File: config.mk
export PLATFORM = sky130hd
export DESIGN_NAME = sseg_scan_ctrl_flat
export DESIGN_NICKNAME = d
export VERILOG_FILES = /design/src/rtl/sseg_scan_ctrl_pkg.sv /design/src/rtl/sseg_scan_ctrl_if.sv /design/src/rtl/sseg_scan_ctrl_bcd2sseg.sv /design/src/rtl/sseg_scan_ctrl.sv /design/src/flat_wrapper.sv
export SDC_FILE = /design/constraint.sdc
export NUM_CORES = 1
export LEC_CHECK = 0
export ABC_AREA = 1
export BUFFER_PORTS_ARGS = -buffer_cell sky130_fd_sc_hd__buf_2
export CAP_MARGIN = 40
export CORE_UTILIZATION = 58
export DETAILED_ROUTE_END_ITERATION = 10
export HOLD_SLACK_MARGIN = 0.06
export PLACE_DENSITY = 0.79
export SLEW_MARGIN = 25
export SYNTH_ARGS = -nofsm -noshare
export SYNTH_HDL_FRONTEND = slang
export SYNTH_SLANG_ARGS = --single-unit
File: constraint.sdc
create_clock -name clk -period 2.8 [get_ports clk]
set_clock_uncertainty 0.15 [all_clocks]
set_input_delay 0 -clock clk [delete_from_list [all_inputs] [get_ports clk]]
set_output_delay 0 -clock clk [all_outputs]
set_load 0.03 [all_outputs]
File: src/rtl/sseg_scan_ctrl_pkg.sv
// sseg_scan_ctrl_pkg: shared constants and scan state type for the 7-seg scan controller
package sseg_scan_ctrl_pkg;
  localparam int NDIG = 4;
  localparam logic [6:0] SEG_OFF = 7'h7F;
  localparam logic [3:0] AN_OFF = 4'hF;
  typedef enum logic [1:0] {IDLE, BLANK, DRIVE} state_t;
endpackage

File: src/rtl/sseg_scan_ctrl_if.sv
// sseg_scan_ctrl_if: digit/control inputs and display pins of the scan controller
interface sseg_scan_ctrl_if;
  import sseg_scan_ctrl_pkg::*;
  logic en;
  logic [4*NDIG-1:0] digits;
  logic [NDIG-1:0] dp_in;
  logic [NDIG-1:0] blink_mask;
  logic lzb_en;
  logic [6:0] seg_n;
  logic dp_n;
  logic [NDIG-1:0] an_n;
  logic [1:0] digit_sel;
  logic frame_tick;
  modport master (output en, digits, dp_in, blink_mask, lzb_en,
                  input seg_n, dp_n, an_n, digit_sel, frame_tick);
  modport slave (input en, digits, dp_in, blink_mask, lzb_en,
                 output seg_n, dp_n, an_n, digit_sel, frame_tick);
endinterface

File: src/rtl/sseg_scan_ctrl_bcd2sseg.sv
// bcd2sseg: nibble to active-high abcdefg segments (MSB=a), hex glyphs above 9
module bcd2sseg (
  input  logic [3:0] bcd,
  output logic [6:0] seg
);
  always_comb begin
    seg = 7'h00;
    case (bcd)
      4'h0: seg = 7'h7E;
      4'h1: seg = 7'h30;
      4'h2: seg = 7'h6D;
      4'h3: seg = 7'h79;
      4'h4: seg = 7'h33;
      4'h5: seg = 7'h5B;
      4'h6: seg = 7'h5F;
      4'h7: seg = 7'h70;
      4'h8: seg = 7'h7F;
      4'h9: seg = 7'h7B;
      4'hA: seg = 7'h77;
      4'hB: seg = 7'h1F;
      4'hC: seg = 7'h4E;
      4'hD: seg = 7'h3D;
      4'hE: seg = 7'h4F;
      default: seg = 7'h47;
    endcase
  end
endmodule

File: src/rtl/sseg_scan_ctrl.sv
// sseg_scan_ctrl: 4-digit multiplexed 7-seg scanner with ghost blanking, LZB and blink
module sseg_scan_ctrl import sseg_scan_ctrl_pkg::*; #(
  parameter int PRESCALE  = 50000,
  parameter int BLANK_CYC = 64,
  parameter int BLINK_DIV = 25
) (
  input  logic clk,
  input  logic reset_n,
  sseg_scan_ctrl_if.slave bus
);
  localparam int CW = $clog2(PRESCALE);
  localparam int BW = BLINK_DIV > 1 ? $clog2(BLINK_DIV) : 1;
  localparam logic [CW-1:0] CNT_MAX = CW'(PRESCALE - 1);
  localparam logic [CW-1:0] CNT_BLANK = CW'(BLANK_CYC);
  localparam logic [BW-1:0] BLK_MAX = BW'(BLINK_DIV - 1);
  state_t state, ph;
  logic [CW-1:0] cnt;
  logic [1:0] idx;
  logic [BW-1:0] bcnt;
  logic blink_phase;
  logic [15:0] sh_digits, cur_digits;
  logic [3:0] sh_dp, sh_mask, cur_dp, cur_mask;
  logic sh_lzb, cur_lzb;
  logic first, wrap, frame, lz_dark, lit;
  logic [3:0] nib;
  logic [6:0] seg;
  bcd2sseg u_dec (.bcd(nib), .seg(seg));
  // first enabled cycle bypasses the shadow so a zero-length blank still shows fresh data
  always_comb begin
    first = bus.en && state == IDLE;
    wrap = cnt == CNT_MAX;
    frame = bus.en && wrap && idx == 2'd3;
    ph = !bus.en ? IDLE : cnt < CNT_BLANK ? BLANK : DRIVE;
    cur_digits = first ? bus.digits : sh_digits;
    cur_dp = first ? bus.dp_in : sh_dp;
    cur_mask = first ? bus.blink_mask : sh_mask;
    cur_lzb = first ? bus.lzb_en : sh_lzb;
    nib = cur_digits[{idx, 2'b00} +: 4];
    lz_dark = cur_lzb && (idx == 2'd3 ? cur_digits[15:12] == '0 :
                          idx == 2'd2 ? cur_digits[15:8] == '0 :
                          idx == 2'd1 ? cur_digits[15:4] == '0 : 1'b0);
    lit = ph == DRIVE && !lz_dark && !(blink_phase && cur_mask[idx]);
  end
  always_ff @(posedge clk or negedge reset_n)
    if (!reset_n) begin
      state <= IDLE;
      cnt <= '0;
      idx <= '0;
      bcnt <= '0;
      blink_phase <= 1'b0;
      sh_digits <= '0;
      sh_dp <= '0;
      sh_mask <= '0;
      sh_lzb <= 1'b0;
      bus.an_n <= AN_OFF;
      bus.seg_n <= SEG_OFF;
      bus.dp_n <= 1'b1;
      bus.digit_sel <= '0;
      bus.frame_tick <= 1'b0;
    end else begin
      state <= ph;
      cnt <= (!bus.en || wrap) ? '0 : cnt + 1'b1;
      idx <= !bus.en ? '0 : wrap ? idx + 1'b1 : idx;
      if (first || frame) {sh_digits, sh_dp, sh_mask, sh_lzb} <= {bus.digits, bus.dp_in, bus.blink_mask, bus.lzb_en};
      if (frame) begin
        bcnt <= bcnt == BLK_MAX ? '0 : bcnt + 1'b1;
        blink_phase <= blink_phase ^ (bcnt == BLK_MAX);
      end
      bus.an_n <= lit ? ~(4'b1 << idx) : AN_OFF;
      bus.seg_n <= lit ? ~seg : SEG_OFF;
      bus.dp_n <= !(lit && cur_dp[idx]);
      bus.digit_sel <= idx;
      bus.frame_tick <= frame;
    end
endmodule

File: src/flat_wrapper.sv
// flat-port wrapper written by rule: the top's interface ports become plain ports
module sseg_scan_ctrl_flat import sseg_scan_ctrl_pkg::*;
#(
  parameter int PRESCALE  = 50000,
  parameter int BLANK_CYC = 64,
  parameter int BLINK_DIV = 25
)
  (clk, reset_n, bus_en, bus_digits, bus_dp_in, bus_blink_mask, bus_lzb_en, bus_seg_n, bus_dp_n, bus_an_n, bus_digit_sel, bus_frame_tick);
  sseg_scan_ctrl_if bus_i ();
  input  logic clk;
  input  logic reset_n;
  input wire logic [$bits(bus_i.en)-1:0] bus_en;
  input wire logic [$bits(bus_i.digits)-1:0] bus_digits;
  input wire logic [$bits(bus_i.dp_in)-1:0] bus_dp_in;
  input wire logic [$bits(bus_i.blink_mask)-1:0] bus_blink_mask;
  input wire logic [$bits(bus_i.lzb_en)-1:0] bus_lzb_en;
  output wire logic [$bits(bus_i.seg_n)-1:0] bus_seg_n;
  output wire logic [$bits(bus_i.dp_n)-1:0] bus_dp_n;
  output wire logic [$bits(bus_i.an_n)-1:0] bus_an_n;
  output wire logic [$bits(bus_i.digit_sel)-1:0] bus_digit_sel;
  output wire logic [$bits(bus_i.frame_tick)-1:0] bus_frame_tick;
  assign bus_i.en = bus_en;
  assign bus_i.digits = bus_digits;
  assign bus_i.dp_in = bus_dp_in;
  assign bus_i.blink_mask = bus_blink_mask;
  assign bus_i.lzb_en = bus_lzb_en;
  assign bus_seg_n = bus_i.seg_n;
  assign bus_dp_n = bus_i.dp_n;
  assign bus_an_n = bus_i.an_n;
  assign bus_digit_sel = bus_i.digit_sel;
  assign bus_frame_tick = bus_i.frame_tick;
  sseg_scan_ctrl #(.PRESCALE(PRESCALE), .BLANK_CYC(BLANK_CYC), .BLINK_DIV(BLINK_DIV)) u_core (.clk(clk), .reset_n(reset_n), .bus(bus_i));
endmodule
Yosys cells after proc, flatten, opt, wreduce, memory -nomap -nowiden. Memories as Yosys holds them, arrays and structs flattened. Cells that the tools add are included.

Magnitude comparators: 2. Multiplexer cells: 19. Bitwise logic cells: 3. Reductions and logical operators: 18. Equality and inequality tests: 7. Add/sub/neg operators: 3. Shifts and indexed selects: 2.

Operators with widths (number): $mux W16 (2); $add A16 B1 Y16 const B (1); $eq A16 B16 Y1 const B (1); $lt A16 B7 Y1 const B (1); $shiftx A16 B5 Y4 (1); $logic_not A12 Y1 (1); $mux W4 (3); $logic_and A1 B1 Y1 (8); $logic_not A8 Y1 (1); $mux W2 (4); $mux W7 (1); $not A7 Y7 (1); $eq A2 B2 Y1 const B (3); $mux W1 (6); $add A5 B1 Y5 const B (1); $eq A5 B5 Y1 const B (1); $mux W5 (1); $bmux W1 S2 (2); $logic_not A1 Y1 (4); $logic_not A4 Y1 (1); $not A4 Y4 (1); $shl A1 B2 Y4 const A (1); $lt A2 B3 Y1 const B (1); $add A2 B1 Y2 const B (1); 5 further kinds (6).

Memory bits (read-only): 112. Memories kept: 1. Register bits after elaboration: 66.

Memories: (no name shown) (words 16, width 7, rd ports 1, clocked after Yosys merged registers in 0, write ports 0, line sseg_scan_ctrl_bcd2sseg.sv:8) `case (bcd)`.

Longest topological paths before layout. Gate-level depths: netlist (run 1).

Word-level depth: 13. Gate-level depth with buffers: 16. Gate-level depth less buffers: 15.

By module. From an unflattened synthesis (run 1), not the netlist that was laid out.

Cell total of the unflattened synthesis: 462. Area, all modules: 3721.1 µm².

By module, submodules not included: sseg_scan_ctrl (times used 1, area each 3450.8 µm², sequential area each 1666.6 µm², cells an instance 410); bcd2sseg (times used 1, area each 270.3 µm², sequential area each 0.0 µm², cells an instance 52).

Worst setup path before layout (run 1). No wires, ideal clock.

Path type: register to register. Start: register u_core.idx[0]. End: register u_core.bus.seg_n[3]. Setup time: 0.078 ns. Path slack: 0.633 ns. Arrival time: 1.939 ns. Cell stages (with the launch flop): 15. Path buffers: 2. Cell sequence: dfrtp_1 > buf_2 > clkinv_1 > clkbuf_1 > nand3_1 > nand3_1 > nand2_1 > inv_1 > ha_1 > nand3_1 > nand2_1 > nand2_1 > nand2_1 > inv_1 > nand2_1.

Cells in the longest elaborated chain, start to end: 9. Elaborated cells between the ends (all ways): 18. Those cells by class: eq/ne: 3; shift: 1; mux: 6; bitwise: 1; reduce/logical: 6; memory: 1.

RTL lines: start: declaration (line sseg_scan_ctrl.sv:18) `logic [1:0] idx;`; start signal: assignment (line sseg_scan_ctrl.sv:63) `idx <= !bus.en ? '0 : wrap ? idx + 1'b1 : idx;`; parallel branches: the longest is 8 deep, another holds $mem_v2 Z16 W7; $mux W7 * (line sseg_scan_ctrl.sv:70) `bus.seg_n <= lit ? ~seg : SEG_OFF;`; end signal: assignment (line sseg_scan_ctrl.sv:70); end: declaration (line sseg_scan_ctrl_if.sv:17) `output seg_n, dp_n, an_n, digit_sel, frame_tick);`.

Every way passes the cells marked *. The select of a mux whose other input is x is not followed. A chain may end at the register's enable or synchronous reset.

Final worst setup path (run 1).
Start: register u_core.idx[1]. End: register u_core.bus.an_n[0].

Cells in the longest elaborated chain, start to end: 9. Elaborated cells between the ends (all ways): 17. Those cells by class: eq/ne: 3; shift: 1; mux: 6; bitwise: 1; reduce/logical: 6.

RTL lines: $eq A2 B1 Y1 (line sseg_scan_ctrl.sv:41) `idx == 2'd1 ? cur_digits[15:4] == '0 : 1'b0);`; $mux W1 (line sseg_scan_ctrl.sv:41); $mux W1 (line sseg_scan_ctrl.sv:40) `idx == 2'd2 ? cur_digits[15:8] == '0 :`; $mux W1 (line sseg_scan_ctrl.sv:39) `lz_dark = cur_lzb && (idx == 2'd3 ? cur_digits[15:12] == '0 :`; $logic_and A1 B1 Y1 (line sseg_scan_ctrl.sv:39); $logic_not A1 Y1 (line sseg_scan_ctrl.sv:42) `lit = ph == DRIVE && !lz_dark && !(blink_phase && cur_mask[idx]);`; $logic_and A1 B1 Y1 (2 in a row) (line sseg_scan_ctrl.sv:42); $mux W4 * (line sseg_scan_ctrl.sv:69) `bus.an_n <= lit ? ~(4'b1 << idx) : AN_OFF;`; end signal: assignment (line sseg_scan_ctrl.sv:69); end: declaration (line sseg_scan_ctrl_if.sv:17).

Mark *: on every way between the ends. The rest lies on a longest branch, timed or not. The select of a mux whose other input is x is not followed.

==> results of run 1 <==
[kinds of logic (layout without fill, tap and decap cells)]
kind of cell	after synthesis	after routing
adders and majority gates	13	13
buffers and inverters	73	150
and+or+nand+nor	287	287
AOI/OAI and AO/OA	53	53
DFF	66	66
xor gates and xnor gates	6	6
[state kept, by name (all words and copies together), names as in the netlist, 2 cells and up]
register              count
u_core.bus.digit_sel      2
u_core.cnt               16
u_core.bus.seg_n          7
u_core.idx                2
u_core.state              2
u_core.bcnt               5
u_core.sh_mask            4
u_core.sh_dp              4
u_core.bus.an_n           4
u_core.sh_digits         16
[final cells by class]
class                           count  share of cell area [%]
Clock buffer                        9                    2.75
Clock inverter                      7                    2.25
Inverter                           55                    4.59
Multi-Input combinational cell    359                    38.6
Sequential cell                    66                    37.1
Tap cell                           75                    2.09
Timing Repair Buffer               79                    12.6
[layout by cell type, fill, tap and decap left out, drive strengths merged, types with 10 or more instances in the layout]
| cell | instances |
|---|---|
| nand2 | 158 |
| nand3 | 69 |
| inv | 55 |
| dfrtp | 54 |
| buf | 52 |
| nor2 | 36 |
| o21ai | 34 |
| dlygate4sd3 | 27 |
| ha | 13 |
| a21oi | 13 |
| dfstp | 12 |
| nor3 | 10 |
[timing repair]
action,4_1_cts,5_1_grt
hold buffers,27,0
gates resized for setup,0,0
endpoints found under the hold margin,92,0
[final timing paths]
path	start	endpoint	slack, ps
max in group asynchronous	reset_n	u_core.sh_digits[2]	1900
setup / recovery	u_core.idx[1]	u_core.bus.an_n[0]	240
hold / removal	reset_n	u_core.bus.seg_n[1]	50
min in group clk	bus_en	u_core.state[0]	120
setup reg to reg	u_core.idx[1]	u_core.bus.an_n[0]	240
hold reg to reg	u_core.cnt[0]	u_core.cnt[0]	320
[layer usage]
| metal | part of all wire, % | vias to the layer above | GRT usage [%] |
|---|---|---|---|
| li1 | - | 1736 | - |
| met1 | 47 | 1678 | 39.9 |
| met2 | 46 | 136 | 48.2 |
| met3 | 5.5 | 18 | 4.56 |
| met4 | 2.0 | 0 | 13.0 |
| met5 | 0 | - | 0 |
[critical path, stage by stage, from the launching register on]
cell	delay, ps
dfrtp_1	660
clkinv_1	420
ha_1	320
inv_1	60
nor2_1	40
nand3_1	70
nand2_1	50
nand2_1	50
nand2_1	60
a21oi_2	490
nand2_1	110
[power by group through the flow]
stage	clock, mW	sequential (mW)	combinational [mW]
2_1_floorplan	0	1.04	0.230
3_3_place_gp	0	1.04	0.322
3_5_place_dp	0	1.04	0.329
4_1_cts	0.924	1.03	0.360
5_1_grt	0.960	1.03	0.415
6_report	0.918	1.03	0.366
==> metrics.txt, run 1 <==
Seq. cell area=1670 µm²; XOR/XNOR Fraction of Synth Area=1.42%; HPWL after detailed placement=6090 µm; Rel. slew slack=61.5%; DR vias/cell=5.49; TritonCTS clock tree=done; post-synth cell types=28; largest family of logic cells by synthesized area=simple AND/OR/NAND/NOR gates; # IOs=43; Yosys top cell area share=36.4%; share of cells above drive strength 1=14.8%; initial core utilization=61.2%; antenna violation net count after detailed routing=0; top-count cell post-synth=nand2_1; maximum fanout along the worst path=13; Die H=82.0 µm; Sw Pwr=654 µW; clk sink count=66; register area share after synthesis=44.9%; GRT overflow=0; largest net degree at the start of global routing=39; clk_lat worst skew=340 ps; Total GRT Usage=30.0%; # fillers=483; ys flop type=dfrtp_1; fin cells=650; Yosys Warn Count=0; DRC viols=0; root buffer cell=clkbuf_8; final net count=611; die area=6720 µm²; post-synthesis adder-cell area fraction=4.38%; syn_nets=539; Core Area=6060 µm²; number of synthesized flops with an enable pin=0; fin crit share=91.6%; post-synthesis simple-gate area fraction=33.4%; pre-CTS setup slack=253 ps; Compound-Gate Fraction of Synth Area=7.59%; Cell Area, Synth=3710 µm²; Yosys reg bits=66; Crit path required time=2900 ps; Max-Cap Viols=0; Die W=82.0 µm; Min Hold Slack=54.1 ps; GP Congestion=0.949; drt pass-1 iters=7; Avg WL per Cell=14.0 µm; Slew Viols, Final=0; total power draw=2.31 mW; Util after Layout=74.2%; area occupied by multi-input gates=1740 µm²; Tightest Pin Transition=577 ps; Pleak=2.23 nW; CP arrival=2660 ps; Fmax=390 MHz; Logic pwr share=15.8%; TritonCTS Buffers=9; Reg clk slew, reported paths=80 ps; startpoint types=flip-flop; Hold Path Class=primary input to asynchronous set/reset pin; sequential share of power=44.5%; Commonest cells post-synth=nand2_1, nand3_1, dfrtp_1; Starting DRT DRC Count=244; RSZ-0062 raised after global routing=false; Post-DP Area=4000 µm²; I/O Buffers=42; Int Pwr=1.66 mW; area grow syn2layout=21.2%; CP endpoint kind=flip-flop; std cell rows=28; mux contribution to synthesized area=0%; Clock power frac=39.7%; initial antenna violation count=0; crit path kind=flip-flop to flip-flop; area leader, netlist=dfrtp_1; Total Routed Length=9120 µm; cell count of the worst reg-to-reg path=10; H-tree depth=3; Final Setup Violations=0; via count=3568; placed cell count=607; n_diodes=0; Post-CTS Repair Setup Buffers=0; syn_area_per_cell=7.45 µm²; maximum buffer depth of the clock tree=2; Worst Slack Setup Final=236 ps; outcome=finished, final reports clean; ys async rst share=100%; post-route design area=4500 µm²; switching portion of total power=28.3%; Pwr Density=514 nW/µm²; setup_tns=0 ps; first-pass GRT wire length=15000 µm; number of global-route vias before repair=3319; top cells by area, synth=dfrtp_1, nand2_1, nand3_1; fin crit period=2560 ps; Worst VDD drop=0.320 mV; cell count after synthesis=498; final hold viol count=0
(Power assumes the default switching activity.)
==> run 2, diff against run 1 <==
--- a/config.mk
+++ b/config.mk
@@ -8,11 +8,13 @@
 export ABC_AREA = 1
 export BUFFER_PORTS_ARGS = -buffer_cell sky130_fd_sc_hd__buf_2
 export CAP_MARGIN = 40
-export CORE_UTILIZATION = 58
+export CORE_ASPECT_RATIO = 0.8
+export CORE_UTILIZATION = 59
 export DETAILED_ROUTE_END_ITERATION = 10
 export HOLD_SLACK_MARGIN = 0.06
-export PLACE_DENSITY = 0.79
+export PLACE_DENSITY = 0.8
 export SLEW_MARGIN = 25
 export SYNTH_ARGS = -nofsm -noshare
 export SYNTH_HDL_FRONTEND = slang
+export SYNTH_HIERARCHICAL = 1
 export SYNTH_SLANG_ARGS = --single-unit
==> run 2 against run 1 <==
  * First-iteration DRC count is 28% lower
  * Power is 2.6% higher
  * Count of clock-buffer cells in the layout is 5 higher
  * Clock power is 13% lower
  * Register-to-register slack better by 20 ps
  * Critical path depth is 3 higher
  * Critical endpoint is now u_core/bus.seg_n[3]
  * Largest power group unchanged
==> metrics.txt, run 2 <==
switching portion of total power=29.8% (was 28.3%); Slew Viols, Final=0 (unchanged); startpoint types=flip-flop (unchanged); Pwr Density=534 nW/µm² (was 514 nW/µm²); final net count=574 (was 611); clk_lat worst skew=340 ps (about the same); Crit path required time=2930 ps (was 2900 ps); Rel. slew slack=69.9% (was 61.5%); crit-path leading delay family=simple AND/OR/NAND/NOR gates (was flip-flops); commonest non-fill, non-tap cell in the layout=nand2_1 (unchanged); Commonest cells post-synth=nand2_1, dfrtp_1, inv_1 (was nand2_1, nand3_1, dfrtp_1); area leader, netlist=dfrtp_1 (unchanged); Setup crit start=u_core/state[1] (was u_core.idx[1]); ys async rst share=100% (unchanged); fin crit share=90.9% (was 91.6%); Buf/Inv on CP=1 (was 2); Avg WL per Cell=13.5 µm (was 14.0 µm); HP Start=bus_digits[0]; most frequent cells in the layout=nand2_1, dfrtp_1, inv_1 (was nand2_1, nand3_1, dfrtp_1); Cell Area, Synth=3720 µm² (was 3710 µm²); Final Setup Violations=0 (unchanged); GRT overflow=0 (unchanged); TritonCTS Buffers=9 (unchanged); Yosys Warn Count=6 (was 0); Top cell by count, worst path=nand2_1 (unchanged); Total GRT Usage=27.5% (was 30.0%); die area=6630 µm² (was 6720 µm²); CP arrival=2680 ps (was 2660 ps); std cell rows=25 (was 28); placed cell count=573 (was 607); fin cells=618 (was 650); number of synthesized flops with an enable pin=0 (unchanged); fin crit period=2550 ps (was 2560 ps); Tightest Pin Transition=448 ps (was 577 ps); share of cells above drive strength 1=18.2% (was 14.8%); Pleak=2.16 nW (was 2.23 nW); Min Hold Slack=257 ps (was 54.1 ps); Max stage delay on crit path=390 ps (was 660 ps); Die W=90.8 µm (was 82.0 µm); post-route design area=4440 µm² (was 4500 µm²); DRC viols=0 (unchanged); Fmax=393 MHz (was 390 MHz); clk sink count=66 (unchanged); maximum buffer depth of the clock tree=2 (unchanged); maximum fanout along the worst path=37 (was 13); Max-Cap Viols=0 (unchanged); I/O Buffers=42 (unchanged); HPWL after detailed placement=5590 µm (was 6090 µm); Post-CTS Repair Setup Buffers=0 (unchanged); setup_tns=0 ps (unchanged); Logic pwr share=22.6% (was 15.8%); Total Routed Length=8330 µm (was 9120 µm); number of global-route vias before repair=3094 (was 3319); RSZ-0062 raised after global routing=false (unchanged); Worst VDD drop=0.387 mV (was 0.320 mV); # IOs=43 (unchanged); Die H=73.0 µm (was 82.0 µm); final hold viol count=0 (unchanged); top-count cell post-synth=nand2_1 (unchanged); routing usage on met3=7.08% (was 4.56%); grt met2 use=42.5% (was 48.2%); initial core utilization=62.0% (was 61.2%); Clock power frac=33.7% (was 39.7%); root buffer cell=clkbuf_8 (unchanged); area grow syn2layout=19.4% (was 21.2%); n_diodes=0 (unchanged); Util after Layout=74.0% (was 74.2%); register area share after synthesis=44.8% (was 44.9%); Yosys top cell area share=36.3% (was 36.4%); TritonCTS clock tree=done (unchanged); first-pass GRT wire length=14200 µm (was 15000 µm); Starting DRT DRC Count=175 (was 244); crit path kind=flip-flop to flip-flop (unchanged); DR vias/cell=5.30 (was 5.49); Top Usage Layer GRT=met2 (unchanged); Slowest cell on crit path=dfrtp_1 (unchanged); Reg clk slew, reported paths=70 ps (was 80 ps); GR Layer Usage met1=38.2% (was 39.9%); CP endpoint kind=flip-flop (unchanged); Yosys reg bits=66 (unchanged); Hold Path Class=primary input to flip-flop (was primary input to asynchronous set/reset pin); Sw Pwr=707 µW (was 654 µW); cell count after synthesis=462 (was 498); drt pass-1 iters=5 (was 7); GP Congestion=0.901 (was 0.949); via count=3277 (was 3568); reg2reg start=u_core/state[1] (was u_core.idx[1]); top cells by area, synth=dfrtp_1, nand2_1, dfstp_2 (was dfrtp_1, nand2_1, nand3_1); syn_nets=504 (was 539); CP Cell Sequence=nor2_4, nand2_4, o21ai_0, nand2_1, nand3_1, nand2_1, inv_1, ha_1, nand2_1, o21ai_0, nand2_1, nand2_1, nand3_2 (was clkinv_1, ha_1, inv_1, nor2_1, nand3_1, nand2_1, nand2_1, nand2_1, a21oi_2, nand2_1); H-tree depth=3 (unchanged); outcome=finished, final reports clean (unchanged); top flop regs=u_core/cnt x16, u_core/sh_digits x16, u_core/bus.seg_n x7 (was u_core.cnt x16, u_core.sh_digits x16, u_core.bus.seg_n x7); sequential share of power=43.8% (was 44.5%); largest net degree at the start of global routing=67 (was 39); post-synth cell types=34 (was 28); Post-DP Area=3940 µm² (was 4000 µm²); initial antenna violation count=0 (unchanged); Core Area=6010 µm² (was 6060 µm²); Int Pwr=1.67 mW (was 1.66 mW); ys flop type=dfrtp_1 (unchanged); antenna violation net count after detailed routing=0 (unchanged); syn_area_per_cell=8.05 µm² (was 7.45 µm²)
run 2: cell count changes after synthesis, sizes merged, moves of 3 or more:
| cell | change |
|---|---|
| a21oi | -8 |
| o21ai | +7 |
| nand2 | -20 |
| nand4 | +3 |
| nor2 | -9 |
| o211ai | +6 |
| nand3b | -8 |
| nor3 | +3 |
| xor2 | +4 |
| nand3 | -18 |
run 2: repair_timing:
item	4_1_cts	5_1_grt
gates resized for setup	0	1
endpoints found under the setup margin	0	1
hold endpoints to repair	85	8
hold buffers	27	1
run 2: metrics by stage:
step / worst slack [ps] / power, mW
after detailed placement: 277 / 1.54
after global placement: 376 / 1.53
after CTS: 241 / 2.38
after global routing: 37.3 / 2.51
final: 254 / 2.37
after floorplan: 621 / 1.42
run 2: final timing paths:
kind | to | slack (ps) | cells after the start
min reg2reg | u_core/cnt[0] | 350 | 1
max reg2reg | u_core/bus.seg_n[3] | 250 | 13
max in group asynchronous | u_core/bus.seg_n[6] | 1460 | 5
max | u_core/bus.seg_n[3] | 250 | 13
min in group asynchronous | u_core/cnt[10] | 480 | 4
min | u_core/sh_digits[0] | 260 | 4
run 2: logic make-up (layout without fill, tap and decap cells):
| family | after synthesis | count (layout) | synth area share [%] |
|---|---|---|---|
| xor gates and xnor gates | 10 | 10 | 2.35 |
| and+or+nand+nor | 239 | 239 | 29.7 |
| AOI/OAI and AO/OA | 58 | 58 | 8.94 |
| buffers and inverters | 75 | 150 | 9.48 |
| DFF | 66 | 66 | 44.8 |
| adders and majority gates | 14 | 14 | 4.71 |
run 2: power groups by stage:
stage,clock network (mW),registers [mW],logic (mW)
after detailed placement,0,1.05,0.486
after floorplan,0,1.06,0.361
after global routing,0.853,1.04,0.613
after CTS,0.820,1.04,0.522
final,0.798,1.04,0.535
after global placement,0,1.05,0.474
run 2: metal layers:
metal / wire, µm / share of wire (%) / vias to the layer above
met5: 0 / 0 / -
met4: 78 / 0.94 / 0
met3: 629 / 7.5 / 10
met2: 3670 / 44 / 135
met1: 3960 / 47 / 1510
li1: - / - / 1622
run 2: worst min-delay path, delay by kind of cell:
kind                   cells  cell delay, ps
buffers and inverters      2             620
and+or+nand+nor            2             100
run 2: final cells by class:
cell class	count	area, µm²
repair buffers	76	556
fillers	472	1560
well taps	81	101
multi-input cells	321	1700
inverters	58	219
clock inverters	2	35.0
clock buffers	14	163
flip-flops and latches	66	1670
